==> src/rtl/zacore_common.sv <==
// Shared types for the zacore memory-side blocks: word addresses, the bus
// arbiter state encoding and the memory request bundle.
package zacore_common;

   typedef logic [29:0] word_addr_t;

   typedef enum logic [1:0] {
      ARB_IDLE       = 2'd0,
      ARB_BUSY_FETCH = 2'd1,
      ARB_BUSY_DATA  = 2'd2,
      ARB_BUSY_DROP  = 2'd3
   } arb_state_t;

   typedef struct packed {
      word_addr_t  addr;
      logic        we;
      logic [3:0]  be;
      logic [31:0] wdata;
   } mem_req_t;

   localparam mem_req_t MEM_REQ_NONE = '0;

   // Instruction fetches are always full-word reads.
   function automatic mem_req_t fetch_req_pack(input word_addr_t addr);
      mem_req_t r;
      r.addr  = addr;
      r.we    = 1'b0;
      r.be    = 4'hF;
      r.wdata = '0;
      return r;
   endfunction

endpackage

==> src/rtl/zacore_mem_arbiter.sv <==
// Shares the single-ported memory bus between fetch and the memory stage.
// Data has priority; a starve counter forces a fetch grant after FETCH_MAX_WAIT.
module zacore_mem_arbiter
   import zacore_common::*;
#(
   parameter int unsigned FETCH_MAX_WAIT = 4
) (
   input  logic        i_clk,
   input  logic        i_rst,
   input  logic        i_fetch_req,
   output logic        o_fetch_ack,
   input  logic [29:0] i_fetch_addr,
   output logic [31:0] o_inst_read,
   input  logic        i_data_req,
   output logic        o_data_ack,
   input  logic [29:0] i_data_addr,
   input  logic        i_data_we,
   input  logic [3:0]  i_data_be,
   input  logic [31:0] i_data_wdata,
   output logic [31:0] o_data_rdata,
   output logic        o_mem_req,
   input  logic        i_mem_ack,
   output logic [29:0] o_mem_addr,
   output logic        o_mem_we,
   output logic [3:0]  o_mem_be,
   output logic [31:0] o_mem_wdata,
   input  logic [31:0] i_mem_rdata
);

   localparam logic [3:0] MAX_WAIT = 4'(FETCH_MAX_WAIT);

   arb_state_t state, state_nx;
   logic [3:0] starve;
   mem_req_t   lat, fetch_rq, data_rq, win_rq, bus_rq;
   logic       idle, fetch_win, data_win, mem_req_int;
   logic       fetch_ack_int, data_ack_int;

   always_comb begin
      fetch_rq = fetch_req_pack(i_fetch_addr);
      data_rq  = '{addr: i_data_addr, we: i_data_we, be: i_data_be, wdata: i_data_wdata};
      idle      = (state == ARB_IDLE);
      fetch_win = idle && i_fetch_req && (!i_data_req || starve == MAX_WAIT);
      data_win  = idle && i_data_req && !fetch_win;
      win_rq    = fetch_win ? fetch_rq : (data_win ? data_rq : MEM_REQ_NONE);
      bus_rq    = idle ? win_rq : lat;
      mem_req_int = idle ? (fetch_win || data_win) : 1'b1;
      // A fetch that lets go in the ack cycle no longer wants the word.
      fetch_ack_int = i_mem_ack && (fetch_win || (state == ARB_BUSY_FETCH && i_fetch_req));
      data_ack_int  = i_mem_ack && (data_win || state == ARB_BUSY_DATA);
   end

   always_comb begin
      state_nx = state;
      case (state)
         ARB_IDLE: begin
            if (!i_mem_ack) begin
               if (fetch_win)     state_nx = ARB_BUSY_FETCH;
               else if (data_win) state_nx = ARB_BUSY_DATA;
            end
         end
         ARB_BUSY_FETCH: begin
            if (i_mem_ack)         state_nx = ARB_IDLE;
            else if (!i_fetch_req) state_nx = ARB_BUSY_DROP;
         end
         ARB_BUSY_DATA, ARB_BUSY_DROP: begin
            if (i_mem_ack) state_nx = ARB_IDLE;
         end
         default: state_nx = ARB_IDLE;
      endcase
   end

   always_ff @(posedge i_clk or posedge i_rst) begin
      if (i_rst) begin
         state  <= ARB_IDLE;
         starve <= '0;
         lat    <= MEM_REQ_NONE;
      end else begin
         state <= state_nx;
         if (idle && !i_mem_ack && (fetch_win || data_win))
            lat <= win_rq;
         // Only a pending, unserved fetch ages; an in-flight fetch does not.
         if (!i_fetch_req || fetch_win)
            starve <= '0;
         else if (state != ARB_BUSY_FETCH && starve != MAX_WAIT)
            starve <= starve + 4'd1;
      end
   end

   // Outputs are forced quiet while reset is held, even with requests pending.
   assign o_mem_req    = mem_req_int && !i_rst;
   assign o_mem_addr   = i_rst ? '0 : bus_rq.addr;
   assign o_mem_we     = bus_rq.we && !i_rst;
   assign o_mem_be     = i_rst ? '0 : bus_rq.be;
   assign o_mem_wdata  = i_rst ? '0 : bus_rq.wdata;
   assign o_fetch_ack  = fetch_ack_int && !i_rst;
   assign o_data_ack   = data_ack_int && !i_rst;
   assign o_inst_read  = o_fetch_ack ? i_mem_rdata : '0;
   assign o_data_rdata = o_data_ack ? i_mem_rdata : '0;

   a_data_held: assert property (@(posedge i_clk) disable iff (i_rst)
      (state == ARB_BUSY_DATA) |-> i_data_req);
   a_one_ack: assert property (@(posedge i_clk) disable iff (i_rst)
      !(o_fetch_ack && o_data_ack));
   a_ack_mem: assert property (@(posedge i_clk) disable iff (i_rst)
      (o_fetch_ack || o_data_ack) |-> i_mem_ack);

endmodule

==> config.mk <==
export PLATFORM = sky130hd
export DESIGN_NAME = zacore_mem_arbiter
export DESIGN_NICKNAME = d
export VERILOG_FILES = /design/src/rtl/zacore_common.sv /design/src/rtl/zacore_mem_arbiter.sv
export SDC_FILE = /design/constraint.sdc
export NUM_CORES = 1
export LEC_CHECK = 0
export ABC_AREA = 1
export ABC_CLOCK_PERIOD_IN_PS = 5750
export CAP_MARGIN = 20
export CORE_MARGIN = 3
export CORE_UTILIZATION = 40
export CTS_CLUSTER_SIZE = 24
export DETAILED_ROUTE_END_ITERATION = 12
export PLACE_DENSITY = 0.84
export SETUP_SLACK_MARGIN = 0.5
export SLEW_MARGIN = 20
export SYNTH_ARGS = -nofsm -noshare
export SYNTH_HDL_FRONTEND = slang
export SYNTH_SLANG_ARGS = --single-unit
==> constraint.sdc <==
create_clock -name i_clk -period 5.75 [get_ports i_clk]
set_clock_uncertainty 0.15 [all_clocks]
set_input_delay 1.15 -clock i_clk [delete_from_list [all_inputs] [get_ports i_clk]]
set_output_delay 1.15 -clock i_clk [all_outputs]
set_load 0.005 [all_outputs]
Yosys cells after proc, flatten, opt, wreduce, memory -nomap -nowiden
Index checks and enable logic that the tools add are counted.
{"block": "classes", "addsub": 1, "n_eq_ne": 10, "n_mux": 18, "reduce_logical": 28}
{"cell": "$mux W67", "count": 3}
{"cell": "$mux W32", "count": 3}
{"cell": "$mux W30", "count": 1}
{"cell": "$logic_and A1 B1 Y1", "count": 14}
{"cell": "$mux W2", "count": 6}
{"cell": "$mux W4", "count": 3}
{"cell": "$pmux W2 S3", "count": 1}
{"cell": "$logic_not A1 Y1", "count": 5}
{"cell": "$logic_or A1 B1 Y1", "count": 5}
{"cell": "$add A4 B1 Y4 const B", "count": 1}
{"cell": "$eq A2 B2 Y1 const B", "count": 2}
{"cell": "$eq A4 B3 Y1 const B", "count": 1}
{"cell": "$ne A2 B2 Y1 const B", "count": 2}
{"cell": "$ne A4 B3 Y1 const B", "count": 1}
{"cell": "$reduce_and A4 Y1", "count": 1}
{"cell": "$ne A3 B1 Y1 const B", "count": 1}
{"cell": "$ne A3 B3 Y1 const B", "count": 1}
{"cell": "$eq A2 B1 Y1 const B", "count": 1}
{"cell": "$logic_not A2 Y1", "count": 1}
{"cell": "$ne A2 B1 Y1 const B", "count": 1}
{"cell": "$reduce_bool A2 Y1", "count": 1}
{"cell": "$reduce_or A2 Y1", "count": 1}
{"cell": "$mux W1", "count": 1}
{"block": "word_totals", "ff_bits": 73, "in_bits": 134, "output_inout_bits": 134, "elab_cells": 63}

Logic depth before layout (Yosys ltp)
{"block": "logic_depth", "word_depth": 9, "depth_mapped": 10, "depth_no_buf": 9}

Worst setup path before layout
OpenSTA, ideal clock, no wires.
{"block": "synth_timing", "kind": "input to output", "startpoint": "input port i_rst", "endpoint": "output port o_mem_addr[20]", "arrival_ns": 4.011, "t_required_ns": 4.450, "slack_ns": 0.439, "cell_stages": 5, "n_path_buf": 2, "cell_sequence": "clkbuf_1 > clkinv_1 > clkbuf_1 > nand2_1 > inv_1"}
{"block": "synth_via", "elab_chain_len": 1}
{"item": "from (decl)", "line": "zacore_mem_arbiter.sv:9", "source": "input logic i_rst,"}
{"item": "$mux W30", "line": "zacore_mem_arbiter.sv:91", "source": "assign o_mem_addr = i_rst ? '0 : bus_rq.addr;"}
{"item": "to (decl)", "line": "zacore_mem_arbiter.sv:23", "source": "output logic [29:0] o_mem_addr,"}
No other way between the ends.

Worst setup path after layout
{"block": "layout_timing", "startpoint": "input port i_data_req", "endpoint": "output port o_mem_addr[26]"}
{"block": "layout_via", "elab_chain_len": 9, "word_cells_on_any_way": 10, "classes_between": "mux (4); reduce/logical (6)"}
{"item": "from (decl)", "line": "zacore_mem_arbiter.sv:14", "source": "input logic i_data_req,"}
{"item": "$logic_not A1 Y1", "line": "zacore_mem_arbiter.sv:42", "source": "fetch_win = idle && i_fetch_req && (!i_data_req || starve == MAX_WAIT);"}
{"item": "$logic_or A1 B1 Y1", "line": "zacore_mem_arbiter.sv:42"}
{"item": "$logic_and A1 B1 Y1", "line": "zacore_mem_arbiter.sv:42"}
{"item": "$logic_not A1 Y1", "line": "zacore_mem_arbiter.sv:43", "source": "data_win = idle && i_data_req && !fetch_win;"}
{"item": "$logic_and A1 B1 Y1", "line": "zacore_mem_arbiter.sv:43"}
{"item": "$mux W67", "line": "zacore_mem_arbiter.sv:44", "source": "win_rq = fetch_win ? fetch_rq : (data_win ? data_rq : MEM_REQ_NONE);"}
{"item": "$mux W67 (*)", "line": "zacore_mem_arbiter.sv:44"}
{"item": "$mux W67 (*)", "line": "zacore_mem_arbiter.sv:45", "source": "bus_rq = idle ? win_rq : lat;"}
{"item": "$mux W30 (*)", "line": "zacore_mem_arbiter.sv:91"}
Mark *: on every way between the ends. The rest lies on a longest branch, timed or not.

==> run metrics <==
status=finished, final reports clean; synthesized cell area=around 4900 µm²; Die H=approximately 120 µm; cells after synthesis=781; Core Region=around 12000 µm²; Post-Syn Nets=917; share of cells above drive strength 1=3.62%; nets@finish=approximately 1.2k; Placed Cells=approximately 1.1k; Arr. time, crit path=~3500 ps; CTS Root Cell=clkbuf_16; CTS clock-pin slew for the worst setup and hold paths=about 50 ps; sequential share of the synthesized area=a little under two fifths; syn_area_per_cell=about 6.3 µm²; critical path endpoint category=output pin; Non-Filler Instances=about 1.2k; reg2reg end=lat[35]$_DFFE_PP0P_; Iter 0 DRT Violations=~400; Final Critical Period=roughly 4800 ps; worst slew pin tran=roughly 800 ps; CTS tree=yes; width of the die=approximately 120 µm; total track usage=between 20% and 30%; DR pass1 iterations=5; vias per inst=about 5; DR vias=5897; H-tree depth=3; number of flops mapped to enable cells by yosys=0; Pwr Density=between 300 and 400 nW/µm²; Fin. Hold Viols=0; Worst Setup EP=o_mem_addr[26]; postcts setup bufs=0; Fill cells=roughly 1000; Max FO, Critical Path=68; Leak=between 3 and 4 nW; top_reg_cell synth=dfrtp_1; worst hold slack=roughly 330 ps; # DRC=0; routed wire length=between 15000 and 20000 µm; yosys warns=0; Placer Congestion=around 0.88; TritonCTS buffer count=9; vias in the first global route=~5.5k; Starting Density=roughly two fifths; number of port buffers=around 270; n_diodes=0; post-cts sizing count=0; RSZ-0062 raised after global routing=no; Ports=about 270; Synth async-reset ratio=100%; CP Class=in -> out; Setup crit start=i_data_req; max_cap viols=0; routed length per placed instance=14.9 µm; clk sinks=73; Antenna Nets Post-Route=0; Worst Path Required=approximately 4500 ps; VDD IR max=0.205 mV; antenna violations before repair=0; cells on worst reg2reg path=8; Die Area=between 10000 and 15000 µm²; Hold Path Class=reg -> reg; Distinct cells, synth=22; Period Utilization, post-route=a little over four fifths; maximum clock frequency=between 200 and 250 MHz; Skew-Pair Late Insertion Delay=between 300 and 400 ps; FP Rows=39; total congestion overflow=0; Setup TNS Final=0 ps; Synth Register Bits=73; Syn-to-layout area delta=60.7%; CTS max path bufs=2; worst reg2reg path startpoint=state[1]$_DFFE_PP0P_; Max-Slew Margin vs Limit=a little under half; reg-to-reg slack, setup=~2900 ps; DP HPWL=~12000 µm; setup violators final=0; largest net degree at the start of global routing=71; max-slew violations=0; # hold bufs at CTS=0; first-pass GRT wire length=around 27000 µm; Setup crit start kind=primary input
==> routing by layer <==
| metal | up-vias | wire, µm | global-route usage (%) |
|---|---|---|---|
| met1 | 2700 | 6610 | 29.2 |
| met3 | 40 | 1300 | 5.13 |
| li1 | 2918 | - | - |
| met2 | 239 | 8750 | 43.3 |
| met5 | - | 0 | 0 |
| met4 | 0 | 656 | 9.56 |
==> cells in the final DEF, fill, tap and decap left out, drive strengths merged, types with 2 or more instances in the layout <==
master and n:
o21ai 47, inv 86, clkinvlp 3, nor2 73, a21oi 34, nor3 2
clkdlybuf4s50 267, nor3b 2, dfrtp 73, ha 2, nand2 279, nand3 128
buf 13, clkbuf 10
==> synth_stat cells, drive strengths merged (2+ instances only) <==
cell	n	area (µm²)
a21oi	34	170
buf	35	211
clkbuf	19	71.3
dfrtp	73	1830
ha	2	25.0
inv	84	315
nand2	279	1050
nand3	128	641
nor2	73	289
nor3	2	10.0
nor3b	2	15.0
o21ai	47	246
==> worst max-delay path, stage by stage <==
cell and delay (ps):
clkdlybuf4s50_1 520, inv_1 100, nor2_4 110, buf_4 630, nand3_1 210, nand3_1 130, nand2_1 60, inv_1 70
clkdlybuf4s50_1 500
==> kinds of logic (layout without fill, tap and decap cells) <==
| logic type | after synthesis | count (layout) | share of synthesized area (%) |
|---|---|---|---|
| AO/OA/AOI/OAI | 81 | 81 | 8.52 |
| XOR/XNOR | 1 | 1 | 0.179 |
| adder cells (fa/ha/maj) | 2 | 2 | 0.511 |
| buffers and inverters | 139 | 380 | 12.3 |
| flip-flops | 73 | 73 | 37.3 |
| AND/OR/NAND/NOR | 485 | 485 | 41.2 |
==> through the flow <==
step / setup slack (ps) / power [mW] / cell area, µm² / utilization (%)
global route: 741 / 2.96 / 7860 / 67.4
global placement: 950 / 2.17 / 7550 / 64.8
finish: 919 / 2.72 / 7860 / 67.4
CTS: 933 / 2.73 / 7830 / 67.2
detailed placement: 957 / 2.19 / 7550 / 64.8
floorplan: 1650 / 1.64 / 4890 / -
==> cell type report <==
class | instances | area (µm²) | area share (%)
clock buffer | 10 | 239 | 3.04
inverter | 85 | 322 | 4.09
sequential | 73 | 1830 | 23.2
multi-input combinational | 569 | 2460 | 31.3
timing repair buffer | 280 | 2790 | 35.5
tap | 143 | 179 | 2.28
clock inverter | 5 | 40.0 | 0.509
==> how the worst min path moves through the flow <==
stage                             start                  end  slack (ps)  cells after the start
floorplan           lat[37]$_DFFE_PP0P_  lat[37]$_DFFE_PP0P_         300                      2
global placement    lat[37]$_DFFE_PP0P_  lat[37]$_DFFE_PP0P_         310                      2
detailed placement  lat[43]$_DFFE_PP0P_  lat[43]$_DFFE_PP0P_         310                      2
CTS                 lat[59]$_DFFE_PP0P_  lat[59]$_DFFE_PP0P_         330                      2
global route        lat[59]$_DFFE_PP0P_  lat[59]$_DFFE_PP0P_         340                      2
finish              lat[59]$_DFFE_PP0P_  lat[59]$_DFFE_PP0P_         330                      2
==> registers in the layout, summed over array words and instances, names as in the netlist <==
register / cells
starve: 4
lat: 67
state: 2
==> where the power goes <==
group	leakage, nW	total (mW)	switching (mW)	internal (mW)
logic	2.82	1.35	0.738	0.607
registers	0.978	0.853	0.118	0.734
clock network	0.127	0.523	0.219	0.304
total	3.92	2.72	1.08	1.64
(Power assumes the default switching activity.)
